File: src/rtl/mulpop_arbiter.sv
// Two-requester shift-add multiplier (24x24 -> 48) with popcount of the low word.
// Round-robin arbitration between two level-sensitive requesters; one operation
// in flight at a time: grant, 24 multiply steps, one count/publish cycle, one idle-return cycle.
module mulpop_arbiter (
  input  logic        clk,
  input  logic        reset,
  input  logic [1:0]  req,
  input  logic [23:0] a1_0,
  input  logic [23:0] a2_0,
  input  logic [23:0] a1_1,
  input  logic [23:0] a2_1,
  output logic [1:0]  ack,
  output logic [1:0]  done,
  output logic        busy,
  output logic [31:0] w,
  output logic [5:0]  l,
  output logic        valid,
  output logic        owner,
  output logic [15:0] op_count
);

  localparam int unsigned OPW  = 24;
  localparam int unsigned ACCW = 48;
  localparam int unsigned KW   = 5;
  localparam int unsigned WW   = 32;
  localparam int unsigned LW   = 6;
  localparam int unsigned CNTW = 16;

  typedef enum logic [1:0] {
    IDLE  = 2'd0,
    MULT  = 2'd1,
    COUNT = 2'd2,
    DONE  = 2'd3
  } state_t;

  state_t            state, state_n;
  logic              rr, rr_n;
  logic              g, g_n;
  logic              gsel;
  logic [OPW-1:0]    a1, a1_n;
  logic [OPW-1:0]    a2, a2_n;
  logic [ACCW-1:0]   acc, acc_n;
  logic [KW-1:0]     k, k_n;
  logic [1:0]        ack_n, done_n;
  logic              busy_n;
  logic [WW-1:0]     w_n;
  logic [LW-1:0]     l_n;
  logic              valid_n;
  logic              owner_n;
  logic [CNTW-1:0]   op_count_n;

  // Number of set bits in a 32-bit word (0..32).
  function automatic logic [LW-1:0] popcount32(input logic [WW-1:0] v);
    logic [LW-1:0] s;
    s = '0;
    for (int i = 0; i < int'(WW); i++) begin
      s = s + LW'(v[i]);
    end
    return s;
  endfunction

  // Next-state and next-output logic.
  always_comb begin
    state_n    = state;
    rr_n       = rr;
    g_n        = g;
    gsel       = 1'b0;
    a1_n       = a1;
    a2_n       = a2;
    acc_n      = acc;
    k_n        = k;
    ack_n      = 2'b00;
    done_n     = 2'b00;
    w_n        = w;
    l_n        = l;
    valid_n    = valid;
    owner_n    = owner;
    op_count_n = op_count;
    case (state)
      IDLE: begin
        if (req != 2'b00) begin
          // With both requesting the pointer decides; otherwise the lone requester wins.
          gsel    = (req == 2'b11) ? rr : req[1];
          a1_n    = gsel ? a1_1 : a1_0;
          a2_n    = gsel ? a2_1 : a2_0;
          acc_n   = '0;
          k_n     = '0;
          ack_n   = gsel ? 2'b10 : 2'b01;
          rr_n    = ~gsel;
          g_n     = gsel;
          state_n = MULT;
        end
      end
      MULT: begin
        if (a2[k]) begin
          acc_n = acc + (ACCW'(a1) << k);
        end
        k_n = k + KW'(1);
        if (k == KW'(OPW - 1)) begin
          state_n = COUNT;
        end
      end
      COUNT: begin
        w_n        = acc[WW-1:0];
        valid_n    = (acc[ACCW-1:WW] == '0);
        l_n        = popcount32(acc[WW-1:0]);
        owner_n    = g;
        done_n     = g ? 2'b10 : 2'b01;
        op_count_n = op_count + CNTW'(1);
        state_n    = DONE;
      end
      DONE: begin
        state_n = IDLE;
      end
      default: begin
        state_n = IDLE;
      end
    endcase
    busy_n = (state_n != IDLE);
  end

  // State and output registers.
  always_ff @(posedge clk or posedge reset) begin
    if (reset) begin
      state    <= IDLE;
      rr       <= 1'b0;
      g        <= 1'b0;
      a1       <= '0;
      a2       <= '0;
      acc      <= '0;
      k        <= '0;
      ack      <= 2'b00;
      done     <= 2'b00;
      busy     <= 1'b0;
      w        <= '0;
      l        <= '0;
      valid    <= 1'b1;
      owner    <= 1'b0;
      op_count <= '0;
    end else begin
      state    <= state_n;
      rr       <= rr_n;
      g        <= g_n;
      a1       <= a1_n;
      a2       <= a2_n;
      acc      <= acc_n;
      k        <= k_n;
      ack      <= ack_n;
      done     <= done_n;
      busy     <= busy_n;
      w        <= w_n;
      l        <= l_n;
      valid    <= valid_n;
      owner    <= owner_n;
      op_count <= op_count_n;
    end
  end

endmodule

File: config.mk
export PLATFORM = sky130hd
export DESIGN_NAME = mulpop_arbiter
export DESIGN_NICKNAME = d
export VERILOG_FILES = /design/src/rtl/mulpop_arbiter.sv
export SDC_FILE = /design/constraint.sdc
export NUM_CORES = 1
export LEC_CHECK = 0
export BUFFER_PORTS_ARGS = -buffer_cell sky130_fd_sc_hd__buf_2
export CAP_MARGIN = 20
export CORE_MARGIN = 2
export CORE_UTILIZATION = 63
export DETAILED_ROUTE_END_ITERATION = 6
export HOLD_SLACK_MARGIN = 0.1
export MAX_ROUTING_LAYER = met4
export PLACE_DENSITY = 0.86
export SLEW_MARGIN = 30
export SYNTH_ARGS = -nofsm -noshare
export SYNTH_HDL_FRONTEND = slang
export SYNTH_SLANG_ARGS = --single-unit
File: constraint.sdc
create_clock -name clk -period 12.25 [get_ports clk]
set_clock_uncertainty 0.2 [all_clocks]
set_input_delay 1.8375 -clock clk [delete_from_list [all_inputs] [get_ports clk]]
set_output_delay 1.8375 -clock clk [all_outputs]
set_load 0.02 [all_outputs]
# Yosys cells after proc, flatten, opt, wreduce, memory -nomap -nowiden
# Index checks and enable logic that the tools add are counted.
dict set report classes {
  addsub 34
  n_mul 0
  div 0
  order_cmp 1
  eq_ne 7
  shifts 1
  muxes 18
  bitwise_logic 1
  reduce_logical 8
}
# operator n
set op_table {}
lappend op_table {{adder 6 x 1 -> 6 bit} 26}
lappend op_table {{2-to-1 mux 48 bit} 2}
lappend op_table {{case mux 48 bit (2 select lines)} 1}
lappend op_table {{adder 48 bit} 1}
lappend op_table {{2-to-1 mux 24 bit} 2}
lappend op_table {{left shift 24 x 5 -> 48 bit} 1}
lappend op_table {{adder 16 x 1 -> 16 bit, second input constant} 1}
lappend op_table {{zero test 16 bit} 1}
lappend op_table {{2-to-1 mux 2 bit} 7}
lappend op_table {{case mux 5 bit (2 select lines)} 1}
lappend op_table {{case mux 2 bit (4 select lines)} 1}
lappend op_table {{adder 5 x 1 -> 6 bit} 1}
lappend op_table {{equality test 2 bit, second input constant} 3}
lappend op_table {{less-than comparator 5 x 6 -> 1 bit, second input constant} 1}
lappend op_table {{nonzero test 2 bit} 3}
lappend op_table {{adder 4 x 1 -> 5 bit} 1}
lappend op_table {{adder 5 x 1 -> 5 bit, second input constant} 1}
lappend op_table {{binary-select mux 1 bit (select 5 bit)} 1}
lappend op_table {{equality test 5 bit, second input constant} 1}
lappend op_table {{2-to-1 mux 5 bit} 1}
lappend op_table {{adder 3 x 1 -> 4 bit} 1}
lappend op_table {{inequality test 2 bit, second input constant} 2}
lappend op_table {{AND reduction 2 bit} 2}
lappend op_table {{adder 2 x 1 -> 3 bit} 1}
lappend op_table {{6 further kinds} 7}
dict set report totals {
  regBits 166
  latch_bits 0
  ramBits 0
  mem_bits_ro 0
  in_bits 100
  output_inout_bits 61
  wordCells 85
  n_memories 0
}

# Logic depth before layout (Yosys ltp)
dict set report logic_depth {
  ltp_word 31
  depth_mapped 24
  depth_no_buf 20
}

# Least setup slack after synthesis
# Ideal clock, no wire load.
dict set report synth_timing {
  path_type {reg-to-reg}
  start {register acc[1]}
  end {register l[5]}
  setup_time_ns 0.135
  t_arrival_ns 4.426
  required_time_ns 11.915
  setup_slack_ns 7.489
  path_stages_with_launch 17
  n_path_buf 0
  period_less_slack_ns 4.761
  path_cell_list {dfrtp_1 -> inv_1 -> fa_1 -> fa_1 -> inv_1 -> fa_1 -> fa_1 -> fa_1 -> inv_1 -> fa_1 -> inv_1 -> ha_1 -> a21o_1 -> a21oi_1 -> nor2b_1 -> o21ai_0 -> o21ai_0}
}
dict set report synth_via {
  elab_chain_len 31
}
# element line
set synth_rtl {}
lappend synth_rtl {{from (decl)} 42} ;# logic [ACCW-1:0] acc, acc_n;
lappend synth_rtl {{from (signal assigned)} 146} ;# acc <= acc_n;
lappend synth_rtl {{adder 1 x 1 -> 2 bit} 57} ;# s = s + LW'(v[i]);
lappend synth_rtl {{adder 2 x 1 -> 3 bit} 57}
lappend synth_rtl {{adder 3 x 1 -> 4 bit} 57}
lappend synth_rtl {{adder 4 x 1 -> 5 bit} 57}
lappend synth_rtl {{adder 5 x 1 -> 6 bit} 57}
lappend synth_rtl {{adder 6 x 1 -> 6 bit (26 in series)} 57}
lappend synth_rtl {{to (signal assigned)} 152} ;# l <= l_n;
lappend synth_rtl {{to (decl)} 16} ;# output logic [5:0] l,
# No other way between the ends.
# A chain may end at the register's enable or synchronous reset.

# Final worst setup path
# Same ends and word-level chain as after synthesis.

==> run_results.csv <==
group,metric,value,unit
hold_path,hp-start,"op_count[15]",
floorplan,design.portCount,161,
worst_setup_path,worst_setup_path_endpoint,"l[5]",
logic_synthesis,netlist_instances,1243,
route,detailroute.wirelength.met2,14200,um
clocking,cts_inserted_buffers,17,
global_routing,maximum_number_of_pins_on_one_net_before_global_route_repair,99,
clocking,cts.repair_timing.setup_buffer_count,0,
cells_and_area,drive_above_1_share,19.7,%
sta,final_min_period_over_clock_period,42.3,%
floorplan,core.rowCount,49,
worst_setup_path,worst_r2r_path_depth,16,
placed_design,gpl.final_weighted_congestion,1.00,
logic_synthesis,postSynthRegisterBits,166,
worst_setup_path,cp-end-kind,"register",
sta,timing_hold_violations_final,0,
logic_synthesis,summed_instance_area_of_the_synthesized_netlist,0.0114,sq mm
logic_synthesis,synth_cell_types,80,
global_routing,grt_first_pass_wirelength,47500,um
floorplan,die_height,138,um
worst_setup_path,reg2reg_to,"l[5]",
clocking,tritoncts_clock_tree,"done",
sta,setup_viol,0,
sta,unrepaired_setup_endpoints_after_global_routing,"no",
route,drt_first_pass_iters,6,
placed_design,placement.setup.worst_slack,7.13,ns
route,postRouteAntennaNets,0,
clocking,cts_max_path_buffers,2,
clocking,cts.reportedPaths.clkPinSlew,0.07,ns
route,detail_route.wirelength,29000,um
floorplan,die-area,0.0192,sq mm
worst_setup_path,worst-endpoint-required,12.34,ns
global_routing,via_count_of_the_first_global_routing_pass,9588,
run_status,status,"finished clean",
cells_and_area,antennaDiodeCount,0,
hold_path,hold_class,"reg -> reg",
sta,final.setup.tns,0,ns
logic_synthesis,syn_avg_cell_area,9.17,sq um
clocking,clock_tree.htree_level_count,4,
route,detail_route.drc_violations,0,
clocking,cts_sinks,166,
logic_synthesis,synth_ff_type,"sky130_fd_sc_hd__dfrtp_1",
cells_and_area,area.growth.synth_to_final,13.8,%
clocking,cts-hold-fix-buffers,0,
sta,min_period,5.19,ns
route,wl_met1,12300,um
worst_setup_path,critPathArrivalTime,5.27,ns
route,top_signal_layer_used,"met4",
route,route.met3.wl,1640,um
sta,rel_slew_slack,50.5,%
logic_synthesis,synth_seq_area_share,36.5,%
clocking,cts_resized,0,
worst_setup_path,regToRegSetupSlack,7.06,ns
route,first_iter_violations,769,
worst_setup_path,setup.worst_path.start,"acc[1]",
global_routing,grt_antenna_before_repair,0,
floorplan,fp.dieW,138,um
floorplan,core_area,0.0178,sq mm
clocking,clk_latency,0.44,ns
placed_design,number_of_buffer_cells_added_on_primary_ports,160,
global_routing,total_track_usage,31.5,%
sta,achievable-frequency,193,MHz
clocking,cts_root_buf,"sky130_fd_sc_hd__clkbuf_16",
worst_setup_path,crit-reg2reg-launch,"acc[1]",
floorplan,floorplan.initialDensity,63.9,%
worst_setup_path,critical_path_peak_fanout,4,
worst_setup_path,cp_startpoint_kind,"register",
route,via_count,9737,
global_routing,grt.overflow.total,0,
worst_setup_path,critPathKind,"reg -> reg",
sta,report.final.slew_viol_count,0,
logic_synthesis,yosys_warnings,0,
route,average_wire_per_cell_in_the_routed_design,18.1,um
sta,timing.final.ws_setup,7.06,ns
logic_synthesis,post_synthesis_net_count,1424,
placed_design,hpwl,21300,um
logic_synthesis,synth_edf_count,0,
cells_and_area,design.final.nets,1543,
route,routed_via_density,6.07,
run,max_cap_viol_count,0,
sta,tightest_slew,0.740,ns
logic_synthesis,synthArstFlopShare,100,%
## cell usage after synthesis (4+ instances only)
library cell	n	area [sq um]
sky130_fd_sc_hd__a21o_1	18	135
sky130_fd_sc_hd__a21oi_1	49	245
sky130_fd_sc_hd__a21oi_2	7	61.3
sky130_fd_sc_hd__a22o_1	43	377
sky130_fd_sc_hd__a22oi_1	33	248
sky130_fd_sc_hd__a31oi_1	9	56.3
sky130_fd_sc_hd__and2_1	11	68.8
sky130_fd_sc_hd__and3_1	4	25.0
sky130_fd_sc_hd__buf_1	8	30.0
sky130_fd_sc_hd__buf_2	11	55.1
sky130_fd_sc_hd__clkbuf_1	50	188
sky130_fd_sc_hd__dfrtp_1	165	4130
sky130_fd_sc_hd__fa_1	25	500
sky130_fd_sc_hd__ha_1	56	701
sky130_fd_sc_hd__inv_1	67	251
sky130_fd_sc_hd__mux2_2	15	169
sky130_fd_sc_hd__mux2i_1	53	531
sky130_fd_sc_hd__mux4_2	13	293
sky130_fd_sc_hd__nand2_1	225	845
sky130_fd_sc_hd__nand2b_1	13	81.3
sky130_fd_sc_hd__nand3_1	19	95.1
sky130_fd_sc_hd__nand3b_1	4	30.0
sky130_fd_sc_hd__nand4_1	9	56.3
sky130_fd_sc_hd__nor2_1	62	233
sky130_fd_sc_hd__nor2b_1	7	43.8
sky130_fd_sc_hd__nor3_1	6	30.0
sky130_fd_sc_hd__nor4_1	4	25.0
sky130_fd_sc_hd__o211ai_1	5	37.5
sky130_fd_sc_hd__o21ai_0	96	480
sky130_fd_sc_hd__o21ai_1	8	40.0
sky130_fd_sc_hd__o21bai_1	8	60.1
sky130_fd_sc_hd__o22ai_1	14	87.6
sky130_fd_sc_hd__o31ai_1	5	37.5
sky130_fd_sc_hd__xnor2_1	38	333
sky130_fd_sc_hd__xor2_1	21	184
## worst max-delay path: stages, from the launching register on
cell and delay (ns):
sky130_fd_sc_hd__dfrtp_1 0.45, sky130_fd_sc_hd__inv_1 0.10, sky130_fd_sc_hd__fa_1 0.57, sky130_fd_sc_hd__fa_1 0.47, sky130_fd_sc_hd__fa_1 0.42, sky130_fd_sc_hd__inv_1 0.09, sky130_fd_sc_hd__fa_1 0.44, sky130_fd_sc_hd__fa_1 0.55
sky130_fd_sc_hd__inv_1 0.05, sky130_fd_sc_hd__fa_1 0.59, sky130_fd_sc_hd__inv_1 0.06, sky130_fd_sc_hd__ha_1 0.28, sky130_fd_sc_hd__a21o_1 0.16, sky130_fd_sc_hd__a21oi_1 0.21, sky130_fd_sc_hd__nor2b_1 0.07, sky130_fd_sc_hd__o21ai_0 0.22
sky130_fd_sc_hd__o21ai_0 0.12
## kinds of logic after synthesis
kind of cell / share of synthesized area, %
buffers and inverters: 4.87
DFF: 36.5
adders and majority gates: 10.5
muxes: 8.81
and+or+nand+nor: 14.8
AOI/OAI and AO/OA: 19.9
xor gates and xnor gates: 4.54
## metrics by stage
stage | utilization (%) | area, sq um | instances | hold slack [ns]
2_1_floorplan | - | 11400 | 1243 | 0.218
3_3_place_gp | 68.9 | 12300 | 1571 | 0.254
3_5_place_dp | 69.0 | 12300 | 1571 | 0.260
4_1_cts | 72.6 | 12900 | 1603 | 0.271
5_1_grt | 72.7 | 13000 | 1604 | 0.279
6_report | 72.7 | 13000 | 1604 | 0.266
## worst min path at each step
| stage | endpoint | slack [ns] | cells after the start |
|---|---|---|---|
| floorplan | done[0] | 0.22 | 1 |
| global placement | op_count[15] | 0.25 | 1 |
| detailed placement | w[29] | 0.26 | 2 |
| CTS | op_count[15] | 0.27 | 1 |
| global route | op_count[15] | 0.28 | 1 |
| finish | op_count[15] | 0.27 | 1 |
## flip-flops by register name (all words and copies together) (netlist names)
signal    cells
op_count     16
a2           24
ack           2
a1           24
l             6
rr            1
owner         1
busy          1
w            32
g             1
done          2
valid         1
state         2
k             5
acc          48
## cells in the final DEF, fill, tap and decap left out, types with 6 or more instances in the layout
cell type	n
sky130_fd_sc_hd__buf_2	160
sky130_fd_sc_hd__nor2_1	61
sky130_fd_sc_hd__fa_1	25
sky130_fd_sc_hd__a31oi_1	9
sky130_fd_sc_hd__and2_1	11
sky130_fd_sc_hd__a21oi_1	49
sky130_fd_sc_hd__a22oi_1	33
sky130_fd_sc_hd__nand3_1	19
sky130_fd_sc_hd__a22o_1	43
sky130_fd_sc_hd__dfrtp_1	164
sky130_fd_sc_hd__buf_4	10
sky130_fd_sc_hd__o21ai_1	7
sky130_fd_sc_hd__o21bai_1	8
sky130_fd_sc_hd__nand2b_1	12
sky130_fd_sc_hd__a21oi_2	7
sky130_fd_sc_hd__xnor2_1	38
sky130_fd_sc_hd__nor3_1	6
sky130_fd_sc_hd__nor2b_1	6
sky130_fd_sc_hd__mux2i_1	53
sky130_fd_sc_hd__clkbuf_16	17
sky130_fd_sc_hd__nand4_1	9
sky130_fd_sc_hd__o22ai_1	14
sky130_fd_sc_hd__o21ai_0	95
sky130_fd_sc_hd__ha_1	56
sky130_fd_sc_hd__nand2_1	225
sky130_fd_sc_hd__a21o_1	18
sky130_fd_sc_hd__xor2_1	21
sky130_fd_sc_hd__inv_1	66
sky130_fd_sc_hd__mux2_2	15
sky130_fd_sc_hd__mux4_2	13
## metal layers
layer / up-vias / GRT usage (%)
met3: 75 / 4.43
met2: 411 / 51.0
met5: - / -
li1: 4613 / -
met4: 0 / 12.1
met1: 4638 / 40.4
## layout make-up
| cell class | instances | area [sq um] |
|---|---|---|
| multi-input combinational | 936 | 6720 |
| fill | 1320 | 4870 |
| sequential | 166 | 4160 |
| timing repair buffer | 172 | 907 |
| clock buffer | 18 | 439 |
| tap | 229 | 287 |
| inverter | 69 | 267 |
| clock inverter | 14 | 196 |
Power is left out: the tool's default activity adds up to more than one toggle a clock period on the data nets, which glitch-free logic cannot reach.
